<file path="src/rtl/inst_fetch.sv">
// Instruction-fetch stage: owns the PC, drives the instruction ROM and loads the IF/ID register.
// Redirect priority is flush > stall_if > branch > sequential.
module inst_fetch #(
   parameter logic [31:0] RESET_PC = 32'h0000_0000,
   parameter logic [31:0] INST_NOP = 32'h0000_0000
) (
   input  logic        clk,
   input  logic        rst_n,
   input  logic        stall_if,
   input  logic        stall_id,
   input  logic        branch_flag,
   input  logic [31:0] branch_addr,
   input  logic        flush,
   input  logic [31:0] flush_pc,
   output logic        rom_ce,
   output logic [31:0] rom_addr,
   input  logic [31:0] rom_inst,
   output logic [31:0] id_pc,
   output logic [31:0] id_inst,
   output logic        id_valid,
   output logic        id_adel
);

   localparam logic CHIP_ENABLE  = 1'b1;
   localparam logic CHIP_DISABLE = 1'b0;

   logic [31:0] pc_q, pc_d;
   logic        rom_ce_q, rom_ce_d;
   logic [31:0] id_pc_q, id_pc_d;
   logic [31:0] id_inst_q, id_inst_d;
   logic        id_valid_q, id_valid_d;
   logic        id_adel_q, id_adel_d;
   logic        misaligned;

   assign misaligned = (pc_q[1:0] != 2'b00);

   always_comb begin
      pc_d       = pc_q;
      rom_ce_d   = CHIP_ENABLE;
      id_pc_d    = id_pc_q;
      id_inst_d  = id_inst_q;
      id_valid_d = id_valid_q;
      id_adel_d  = id_adel_q;

      if (rom_ce_q == CHIP_DISABLE) begin
         id_pc_d    = 32'h0;
         id_inst_d  = INST_NOP;
         id_valid_d = 1'b0;
         id_adel_d  = 1'b0;
      end else begin
         if (flush)
            pc_d = flush_pc;
         else if (stall_if)
            pc_d = pc_q;
         else if (branch_flag)
            pc_d = branch_addr;
         else
            pc_d = pc_q + 32'd4;

         // flush bubbles even under stall_id; stall_id otherwise freezes IF/ID
         if (flush || (stall_if && !stall_id)) begin
            id_pc_d    = 32'h0;
            id_inst_d  = INST_NOP;
            id_valid_d = 1'b0;
            id_adel_d  = 1'b0;
         end else if (!stall_id) begin
            id_pc_d    = pc_q;
            id_inst_d  = misaligned ? INST_NOP : rom_inst;
            id_valid_d = 1'b1;
            id_adel_d  = misaligned;
         end
      end
   end

   always_ff @(posedge clk or negedge rst_n) begin
      if (!rst_n) begin
         pc_q       <= RESET_PC;
         rom_ce_q   <= CHIP_DISABLE;
         id_pc_q    <= 32'h0;
         id_inst_q  <= INST_NOP;
         id_valid_q <= 1'b0;
         id_adel_q  <= 1'b0;
      end else begin
         pc_q       <= pc_d;
         rom_ce_q   <= rom_ce_d;
         id_pc_q    <= id_pc_d;
         id_inst_q  <= id_inst_d;
         id_valid_q <= id_valid_d;
         id_adel_q  <= id_adel_d;
      end
   end

   assign rom_ce   = rom_ce_q;
   assign rom_addr = pc_q;
   assign id_pc    = id_pc_q;
   assign id_inst  = id_inst_q;
   assign id_valid = id_valid_q;
   assign id_adel  = id_adel_q;

endmodule
</file>
<file path="config.mk">
export PLATFORM = sky130hd
export DESIGN_NAME = inst_fetch
export DESIGN_NICKNAME = d
export VERILOG_FILES = /design/src/rtl/inst_fetch.sv
export SDC_FILE = /design/constraint.sdc
export NUM_CORES = 1
export LEC_CHECK = 0
export ABC_AREA = 1
export CORE_UTILIZATION = 40
export DETAILED_ROUTE_END_ITERATION = 7
export GPL_ROUTABILITY_DRIVEN = 0
export PLACE_DENSITY = 0.87
export SLEW_MARGIN = 25
export SYNTH_ARGS = -nofsm -noshare
export SYNTH_HDL_FRONTEND = slang
export SYNTH_SLANG_ARGS = --single-unit
export TNS_END_PERCENT = 5
</file>
<file path="constraint.sdc">
create_clock -name clk -period 1.32 [get_ports clk]
set_input_delay 0.264 -clock clk [delete_from_list [all_inputs] [get_ports clk]]
set_output_delay 0.264 -clock clk [all_outputs]
set_load 0.01 [all_outputs]
</file>
==> summary.md, run 1 <==
| Metric | Value |
|---|---|
| Post-synthesis register bit count | 99 |
| Fin util | between 60% and 70% |
| Die Wd | ~120 um |
| Setup crit start kind | register |
| Number of global-route vias before repair | ~5,500 |
| CTS max path bufs | 2 |
| Critical path's slowest cell | dfrtp_1 |
| Slew Limit Fails | 0 |
| Worst R2R Setup Slack | -180 ps |
| Period utilization | 114% |
| Largest net degree at the start of global routing | 66 |
| Worst path cell trace | buf_4 -> nand2_2 -> nor2_8 -> nand2_4 -> nor2_4 -> nand2_1 -> nand2_1 -> nand3_1 -> a21oi_1 |
| WP data arrival | approximately 1800 ps |
| Crit path largest cell delay | approximately 400 ps |
| CP required | ~1600 ps |
| Core Region | around 13,000 um2 |
| Pre-CTS WS | -452 ps |
| Warnings from Yosys | 0 |
| First-pass GRT wire length | between 20 and 30 mm |
| Final hold vios | 0 |
| Non-Filler Instances | between 1,000 and 1,500 |
| Predominant post-synthesis flop cell | dfrtp_1 |
| Count leader, synth | nand2_1 |
| DR WL met3 | about 1.4 mm |
| Chip Height | between 100 and 150 um |
| Ys async rst share | 100% |
| Failing checks | negative setup slack |
| CTS sink cnt | just under 100 |
| H-tree level count | 3 |
| Area after DPL | 7870 um2 |
| Critical path class | reg -> reg |
| Worst-path fanout max | 6 |
| Power Dens Cells | ~1100 nW/um2 |
| Yosys top cell area share | 47.6% |
| Total power | 8.81 mW |
| Highest routed layer | met4 |
| F_max | 665 MHz |
| Port buffer count | 200 |
| Placed Instances | 1,038 |
| Root buffer cell | clkbuf_16 |
| Residual DRC | 0 |
| Hold crit path type | in -> async |
| Rows | 41 |
| Die Area | 13,500 um2 |
| RSZ-0062 raised after global routing | yes |
| Final antenna-violating net count | 0 |
| Max Cap Violations | 0 |
| CP dominant cell by count | nand2_1 |
| Number of vias in the routed layout | around 5,700 |
| Dpl hpwl | 12.1 mm |
| Final min period | 1500 ps |
| Setup violations, final | 30 |
| Inserted Diodes | 0 |
| Netlist area before placement | around 5200 um2 |
| CTS tree | done |
| Part of the Yosys area used for sequential elements | a little under half |
| Num ports | between 200 and 250 |
| Initial DRC Count | around 620 |
| Gate Count Post-Synth | approximately 640 |
| Initial antenna violation count | 0 |
| Met2 WL post-DR | approximately 8.5 mm |
| Vias/cell | between 5 and 6 |
| EDFF count, synth | 0 |
| Drt pass-1 iters | 5 |
| Syn-to-layout area delta | 60.6% |
| Leak Pwr | about 4.0 nW |
| CTS Buf Count | 9 |
| Clock skew | around 6 ps |
| Worst skew pair latency | roughly 340 ps |
| Nature of the critical path endpoint | register |
| GR Overflow Total | 0 |
| WL met1 | between 7 and 8 mm |
| Drt total wl | roughly 18 mm |
| Final worst slack | -183 ps |
| Max VDD drop | roughly 0.64 mV |
| Initial Util | 41.1% |
| Synth cell count leaders | nand2_1 (146), nand3_1 (105), dfrtp_1 (99) |
| Syn avg cell area | between 8 and 9 um2 |
| Synth top area cells | dfrtp_1 (48%), nand2_1 (11%), nand3_1 (10%) |
| Routed len/inst | between 15 and 20 um |
| Worst-path clk slew | 70 ps |
| Final Instance Area | about 8400 um2 |
| Nets | 1,002 |
| Fraction of layout cells with a size suffix above 1 | 21.6% |
| Total track usage | a little over a quarter |
| Area leader, netlist | dfrtp_1 |
| Status | complete, but fails checks |
| Net count after synthesis | 746 |
| Netlist cell types | 34 |
## path summary, 6_finish.rpt
check | startpoint | endpoint | cells after the start
min reg2reg | id_valid | id_valid | 1
min | rst_n | id_inst[6] | 2
max | rom_addr[3] | rom_addr[29] | 9
max in group asynchronous | rst_n | rom_addr[27] | 3
max reg2reg | rom_addr[3] | rom_addr[29] | 9
min in group clk | stall_id | id_pc[4] | 5
## placed cells by master (no fill, tap or decap), types with 11 or more instances in the layout
cell and instances:
clkdlybuf4s15_1 19, a221oi_1 16, nor2_1 38, clkdlybuf4s50_1 97
nand2_1 136, nand3_1 98, o21ai_1 68, dlygate4sd2_1 64
buf_4 67, buf_12 13, nand3_2 11, dfrtp_1 93
nand2_2 13, inv_1 36
## state kept, by name, indices dropped and copies added, names as in the netlist
name / cells
id_adel: 1
rom_ce: 1
rom_addr: 32
id_pc: 32
id_inst: 32
id_valid: 1
## through the flow
stage                     hold WS, ps  setup TNS (ps)
after floorplan                 -31.6           -1100
after global placement            178          -31300
after detailed placement          174          -33610
after CTS                         376           -2330
after global routing              414           -5250
final                             405           -2740
## power breakdown
group          internal [mW]  total, mW  switching, mW
Clock                   1.70       2.82           1.12
Combinational           1.21       2.55           1.34
Sequential              3.25       3.44          0.184
## cells by family after synthesis
family | after synthesis | share of synthesized area, %
DFF | 99 | 47.6
AOI/OAI and AO/OA | 129 | 15.1
adders and majority gates | 1 | 0.240
xor gates and xnor gates | 1 | 0.168
buffers and inverters | 83 | 6.71
and+or+nand+nor | 329 | 30.1
other | 1 | 0.0721
## per-layer routing
layer,vias to the layer above,GRT usage [%]
li1,2692,-
met1,2648,32.7
met2,269,44.4
met3,50,5.39
met4,0,13.8
met5,-,0
## repair_timing
action / CTS / global route
hold buffers: 1 / 0
gates resized for setup: 153 / 60
pin swaps: 2 / 17
setup endpoints to repair: 139 / 116
buffers inserted: 17 / 4
endpoints found under the hold margin: 18 / 0
## critical path, delay by kind of cell, from the launching register on
family                 cells  cell delay (ps)
AO/OA/AOI/OAI              1              120
buffers and inverters      1              150
flip-flops                 1              400
AND/OR/NAND/NOR            7              760
## cell type report
class / count / area [um2]
fill: 1001 / 4310
timing repair buffer: 284 / 2660
multi-input combinational: 461 / 2520
sequential: 99 / 2480
clock buffer: 11 / 243
tap: 172 / 215
inverter: 44 / 165
clock inverter: 4 / 75.1
(Power assumes the default switching activity.)
==> inputs of run 2 (changes only) <==
--- a/config.mk
+++ b/config.mk
@@ -12,2 +12,3 @@
 export PLACE_DENSITY = 0.87
+export SETUP_SLACK_MARGIN = 0.2
 export SLEW_MARGIN = 25
==> constraint.sdc (replaced) <==
create_clock -name clk -period 1.32 [get_ports clk]
set_input_delay 0.132 -clock clk [delete_from_list [all_inputs] [get_ports clk]]
set_output_delay 0.132 -clock clk [all_outputs]
set_load 0.01 [all_outputs]
==> summary.md, run 2 (synthesis gave the netlist of run 1 again) <==
| Metric | Value |
|---|---|
| Status | complete, but fails checks |
| Failing checks | negative setup slack |
| Slew Limit Fails | 0 (unchanged) |
| Worst-path fanout max | 5 (-1) |
| CTS tree | done |
| Drt total wl | 18.4 mm (+4.4%) |
| Port buffer count | 200 (unchanged) |
| WP data arrival | 1800 ps (+30 ps) |
| Critical path class | reg -> reg |
| Initial antenna violation count | 0 (unchanged) |
| Crit path largest cell delay | 430 ps (+30 ps) |
| Setup violations, final | 23 (-23%) |
| Largest net degree at the start of global routing | 37 (-44%) |
| Power Dens Cells | 1060 nW/um2 (+0.35%) |
| First-pass GRT wire length | 27.9 mm (+1.5%) |
| Register area | 2480 um2 (-0.10%) |
| CTS sink cnt | 99 (unchanged) |
| CTS Buf Count | 9 (unchanged) |
| Worst-path clk slew | 70 ps (about the same) |
| Number of global-route vias before repair | 5,633 (+1.6%) |
| Clock skew | 6.00 ps (-0.0115 ps) |
| Max Cap Violations | 0 (unchanged) |
| Clock power frac | 30.6% (-1.4 points) |
| Rows | 41 (unchanged) |
| Setup crit start kind | register |
| Most frequent cells in the layout | nand2_1 (139), clkdlybuf4s50_1 (98), dfrtp_1 (95) |
| Final antenna-violating net count | 0 (unchanged) |
| Syn-to-layout area delta | 62.2% |
| Die Wd | 116 um (unchanged) |
| Leak Pwr | 3.93 nW (-2.7%) |
| Worst path cell trace | nand2_1 -> nor2_1 -> buf_4 -> nand2_1 -> nor2_1 -> nand2_1 -> nand2_1 -> nand3_1 -> a21oi_2 |
| Worst reg2reg path depth | 9 (unchanged) |
| Fraction of layout cells with a size suffix above 1 | 30.4% (+8.8 points) |
| Critical path's slowest cell | dfrtp_2 |
| RR Startpoint | rom_addr[14] |
| GR Overflow Total | 0 (unchanged) |
| Drt pass-1 iters | 5 (unchanged) |
| Crit path buf inv count | 1 (unchanged) |
| Most common cell after layout, fill and taps aside | nand2_1 |
| Final hold vios | 0 (unchanged) |
| Number of vias in the routed layout | 5,775 (+2.0%) |
| Final worst slack | -204 ps (-20.6 ps) |
| Reg power frac | 38.9% (about the same) |
| CP required | 1590 ps (about the same) |
| Hold Path End | id_pc[0] |
| Vias/cell | 5.38 (+2.2%) |
| Fin util | 66.6% (+0.64 points) |
| Routed len/inst | 17.2 um (+4.6%) |
| Hold Path Cell Cnt | 4 |
| Net Sw Frac | 30.3% (+0.34 points) |
| Residual DRC | 0 (unchanged) |
| Fill count | 982 (-1.9%) |
| P_sw | 2.71 mW (+2.5%) |
| F_max | 656 MHz (-1.4%) |
| H-tree level count | 3 (unchanged) |
| Num ports | 201 (unchanged) |
| RSZ-0062 raised after global routing | yes |
| CTS max path bufs | 2 (unchanged) |
| Multi-input logic area | 2680 um2 (+6.2%) |
| Period utilization | 115% (+1.6 points) |
| Worst R2R Setup Slack | -200 ps (-20 ps) |
| Inserted Diodes | 0 (unchanged) |
| Total power | 8.93 mW (+1.3%) |
| Initial DRC Count | 434 (-30%) |
| CP dominant cell by count | nand2_1 |
| Dpl hpwl | 12.9 mm (+6.6%) |
| Chip Height | 116 um (unchanged) |
| Hold crit path type | in -> reg |
| Initial Util | 41.1% (unchanged) |
| Worst path top cell family by delay | simple AND/OR/NAND/NOR gates |
| Max VDD drop | 0.589 mV (-8.2%) |
| Die Area | 13,500 um2 (unchanged) |
| Final min period | 1520 ps (+20.6 ps) |
| Worst skew pair latency | 340 ps (about the same) |
| Hold_sp | stall_id |
| Total track usage | 27.0% (+0.40 points) |
| Core Region | 12,700 um2 (unchanged) |
| Nets | 1,001 (-0.10%) |
| Nature of the critical path endpoint | register |
| Root buffer cell | clkbuf_16 |
| Logic pwr share | 30.5% (+1.6 points) |
| R2R Path End | rom_addr[30] |
| Int Pwr | 6.22 mW (+0.83%) |
[run 2: power by group through the flow]
stage	combinational, mW	sequential, mW	clock [mW]
2_1_floorplan	0.849	3.62	0
3_3_place_gp	2.37	3.51	0
3_5_place_dp	2.41	3.52	0
4_1_cts	2.59	3.45	2.77
5_1_grt	2.92	3.49	2.88
6_report	2.72	3.47	2.73
[run 2: worst max-delay path by stage]
stage | startpoint | endpoint | slack [ps] | cells past startpoint
2_1_floorplan | rom_addr[3] | rom_addr[22] | -130 | 9
3_3_place_gp | flush | rom_addr[21] | -280 | 7
3_5_place_dp | flush | id_inst[19] | -380 | 8
4_1_cts | rom_addr[3] | rom_addr[20] | -180 | 9
5_1_grt | rom_addr[2] | rom_addr[20] | -260 | 9
6_report | rom_addr[14] | rom_addr[30] | -200 | 9
[run 2: routing by layer]
metal	track usage (%)	vias up	share of wire, %
met2	47.2	311	48
met3	5.96	56	7.3
li1	-	2680	-
met4	12.3	0	3.6
met1	31.8	2728	41
met5	0	-	0
[run 2: final cells by class]
| class | instances | share of cell area [%] |
|---|---|---|
| multi-input cells | 461 | 31.7 |
| repair buffers | 283 | 30.8 |
| flip-flops and latches | 99 | 29.4 |
| clock buffers | 11 | 2.76 |
| well taps | 172 | 2.55 |
| inverters | 44 | 1.99 |
| clock inverters | 3 | 0.771 |
[run 2: what timing repair did]
item | 4_1_cts | 5_1_grt
pin swaps | 21 | 21
gates resized for setup | 317 | 100
endpoints found under the setup margin | 197 | 171
setup buffers | 12 | 4
hold buffers | 1 | 0
endpoints found under the hold margin | 24 | 0
[run 2: per-stage QoR]
step	area [um2]	std cells	hold WS (ps)	TNS, ps	setup slack, ps
after global placement	7880	1042	82.8	-22960	-283
after CTS	8470	1069	153	-1520	-176
after global routing	8440	1073	188	-4700	-264
after detailed placement	7880	1042	88.3	-29730	-379
final	8440	1073	171	-2100	-204
after floorplan	5210	643	-164	-1100	-132
[run 2: worst register-to-register path, stage by stage, from the launching register on]
cell and delay (ps):
dfrtp_2 430, nand2_1 110, nor2_1 220, buf_4 150, nand2_1 40, nor2_1 140, nand2_1 90, nand2_1 80
nand3_1 80, a21oi_2 120
==> inputs of run 3 (changes only) <==
Settings changed: SKIP_LAST_GASP from default to 1.
==> summary.md, run 3 (synthesis gave the netlist of run 1 again) <==
| Metric | Value |
|---|---|
| P_sw | 2.62 mW (-3.2%) |
| Leak Pwr | 3.76 nW (-4.2%) |
| Max VDD drop | 0.547 mV (-7.3%) |
| Inserted Diodes | 0 (unchanged) |
| Nature of the critical path endpoint | output pin |
| Worst-path clk slew | 70 ps (about the same) |
| Nets | 1,003 (+0.20%) |
| Initial DRC Count | 496 (+14%) |
| Worst Setup EP | rom_addr[2] |
| Most common cell after layout, fill and taps aside | clkdlybuf4s50_1 |
| CP required | 1190 ps (-400 ps) |
| Non-Filler Instances | 1,075 (+0.19%) |
| Critical path class | reg -> out |
| Port buffer count | 200 (unchanged) |
| Max Cap Violations | 0 (unchanged) |
| Die Wd | 116 um (unchanged) |
| DR WL met3 | 1.28 mm (-4.3%) |
| Power Dens Cells | 1050 nW/um2 (-0.72%) |
| Worst hold slack | 156 ps (-14.2 ps) |
| Die Area | 13,500 um2 (unchanged) |
| RSZ-0062 raised after global routing | yes |
| Final hold vios | 0 (unchanged) |
| Final worst slack | -228 ps (-24.5 ps) |
| Reg power frac | 39.1% (+0.2 points) |
| Total track usage | 26.1% (-0.92 points) |
| Drt pass-1 iters | 5 (unchanged) |
| Initial antenna violation count | 0 (unchanged) |
| WL met1 | 7.38 mm (-2.2%) |
| Worst Setup SP | rom_addr[2] |
| CTS tree | done |
| Number of global-route vias before repair | 5,472 (-2.9%) |
| Logic pwr share | 29.9% (-0.6 points) |
| Worst-path fanout max | 2 (-3) |
| Initial Util | 41.1% (unchanged) |
| First-pass GRT wire length | 26.9 mm (-3.5%) |
| Slew Limit Fails | 0 (unchanged) |
| Final min period | 1550 ps (+24.5 ps) |
| Worst skew pair latency | 340 ps (about the same) |
| Most frequent cells in the layout | clkdlybuf4s50_1 (182), nand2_1 (142), nand3_1 (104) |
| Setup crit start kind | register |
| Drt total wl | 18.0 mm (-2.5%) |
| Clock skew | 8.22 ps (+2.22 ps) |
| Root buffer cell | clkbuf_16 |
| RR Startpoint | rom_addr[3] |
| Vias/cell | 5.32 (-1.1%) |
| Worst reg2reg path depth | 9 (unchanged) |
| Fraction of layout cells with a size suffix above 1 | 18.2% (-12 points) |
| CTS sink cnt | 99 (unchanged) |
| WP data arrival | 1420 ps (-380 ps) |
| Final antenna-violating net count | 0 (unchanged) |
| GR Overflow Total | 0 (unchanged) |
| Final setup TNS | -9300 ps (-7200 ps) |
| Largest net degree at the start of global routing | 37 (unchanged) |
| Num ports | 201 (unchanged) |
| Setup violations, final | 121 (+430%) |
| CTS Buf Count | 9 (unchanged) |
| Syn-to-layout area delta | 61.5% |
| Failing checks | negative setup slack |
| Worst R2R Setup Slack | -210 ps (about the same) |
| Rows | 41 (unchanged) |
| Routed len/inst | 16.7 um (-2.7%) |
| Clock power frac | 31.0% (+0.4 points) |
| Period utilization | 117% (+1.9 points) |
| Met2 WL post-DR | 8.71 mm (-2.0%) |
| Net Sw Frac | 29.7% (-0.63 points) |
| R2R Path End | rom_addr[30] |
| F_max | 646 MHz (-1.6%) |
| Total power | 8.82 mW (-1.2%) |
| Hold crit path type | in -> reg |
| Number of vias in the routed layout | 5,721 (-0.94%) |
| Core Region | 12,700 um2 (unchanged) |
| H-tree level count | 3 (unchanged) |
| Dpl hpwl | 12.9 mm (unchanged) |
| Placed Instances | 1,042 (unchanged) |
| Fill count | 1,000 (+1.8%) |
| Chip Height | 116 um (unchanged) |
| Residual DRC | 0 (unchanged) |
| Int Pwr | 6.20 mW (-0.28%) |
| Pre-CTS WS | -379 ps (unchanged) |
| CTS max path bufs | 2 (unchanged) |
| Highest routed layer | met4 |
| Status | complete, but fails checks |
-- run 3: through the flow --
stage          util [%]  cell area (um2)
6_report           66.3             8400
5_1_grt            66.3             8400
4_1_cts            65.3             8270
3_3_place_gp       62.2             7880
3_5_place_dp       62.2             7880
2_1_floorplan         -             5210
-- run 3: area by class of cell --
type,count,area (um2),area share (%)
clock buffers,11,233,2.77
clock inverters,3,65.1,0.774
inverters,44,165,1.97
flip-flops and latches,99,2480,29.5
repair buffers,285,2780,33.0
well taps,172,215,2.56
multi-input cells,461,2470,29.4
-- run 3: worst min path at each step --
| stage | start | endpoint | slack [ps] | cells past startpoint |
|---|---|---|---|---|
| after global placement | rst_n | id_inst[9] | 80 | 1 |
| after global routing | stall_id | id_pc[0] | 190 | 4 |
| after CTS | stall_id | id_pc[4] | 150 | 4 |
| final | stall_id | id_pc[4] | 160 | 4 |
| after floorplan | rst_n | id_adel | -160 | 0 |
| after detailed placement | rst_n | id_inst[9] | 90 | 1 |
-- run 3: what timing repair did --
item / 4_1_cts / 5_1_grt
setup buffers: 12 / 6
hold buffers: 1 / 0
gates resized for setup: 52 / 23
pin swaps: 0 / 12
gates cloned: 0 / 0
hold endpoints to repair: 24 / 0
endpoints found under the setup margin: 197 / 197
-- run 3: power by group through the flow --
stage | Clock [mW] | Sequential [mW] | Combinational [mW]
2_1_floorplan | 0 | 3.62 | 0.849
3_3_place_gp | 0 | 3.51 | 2.37
3_5_place_dp | 0 | 3.52 | 2.41
4_1_cts | 2.77 | 3.44 | 2.52
5_1_grt | 2.87 | 3.47 | 2.84
6_report | 2.73 | 3.45 | 2.64
-- run 3: layer usage --
metal,global-route usage [%],up-vias
met1,31.6,2683
met2,45.6,291
met4,11.9,0
li1,-,2690
met5,0,-
met3,4.34,57
-- run 3: worst max-delay path: stages (launching register included) --
cell             delay [ps]
dfrtp_1                 390
buf_4                   140
clkdlybuf4s50_1         550
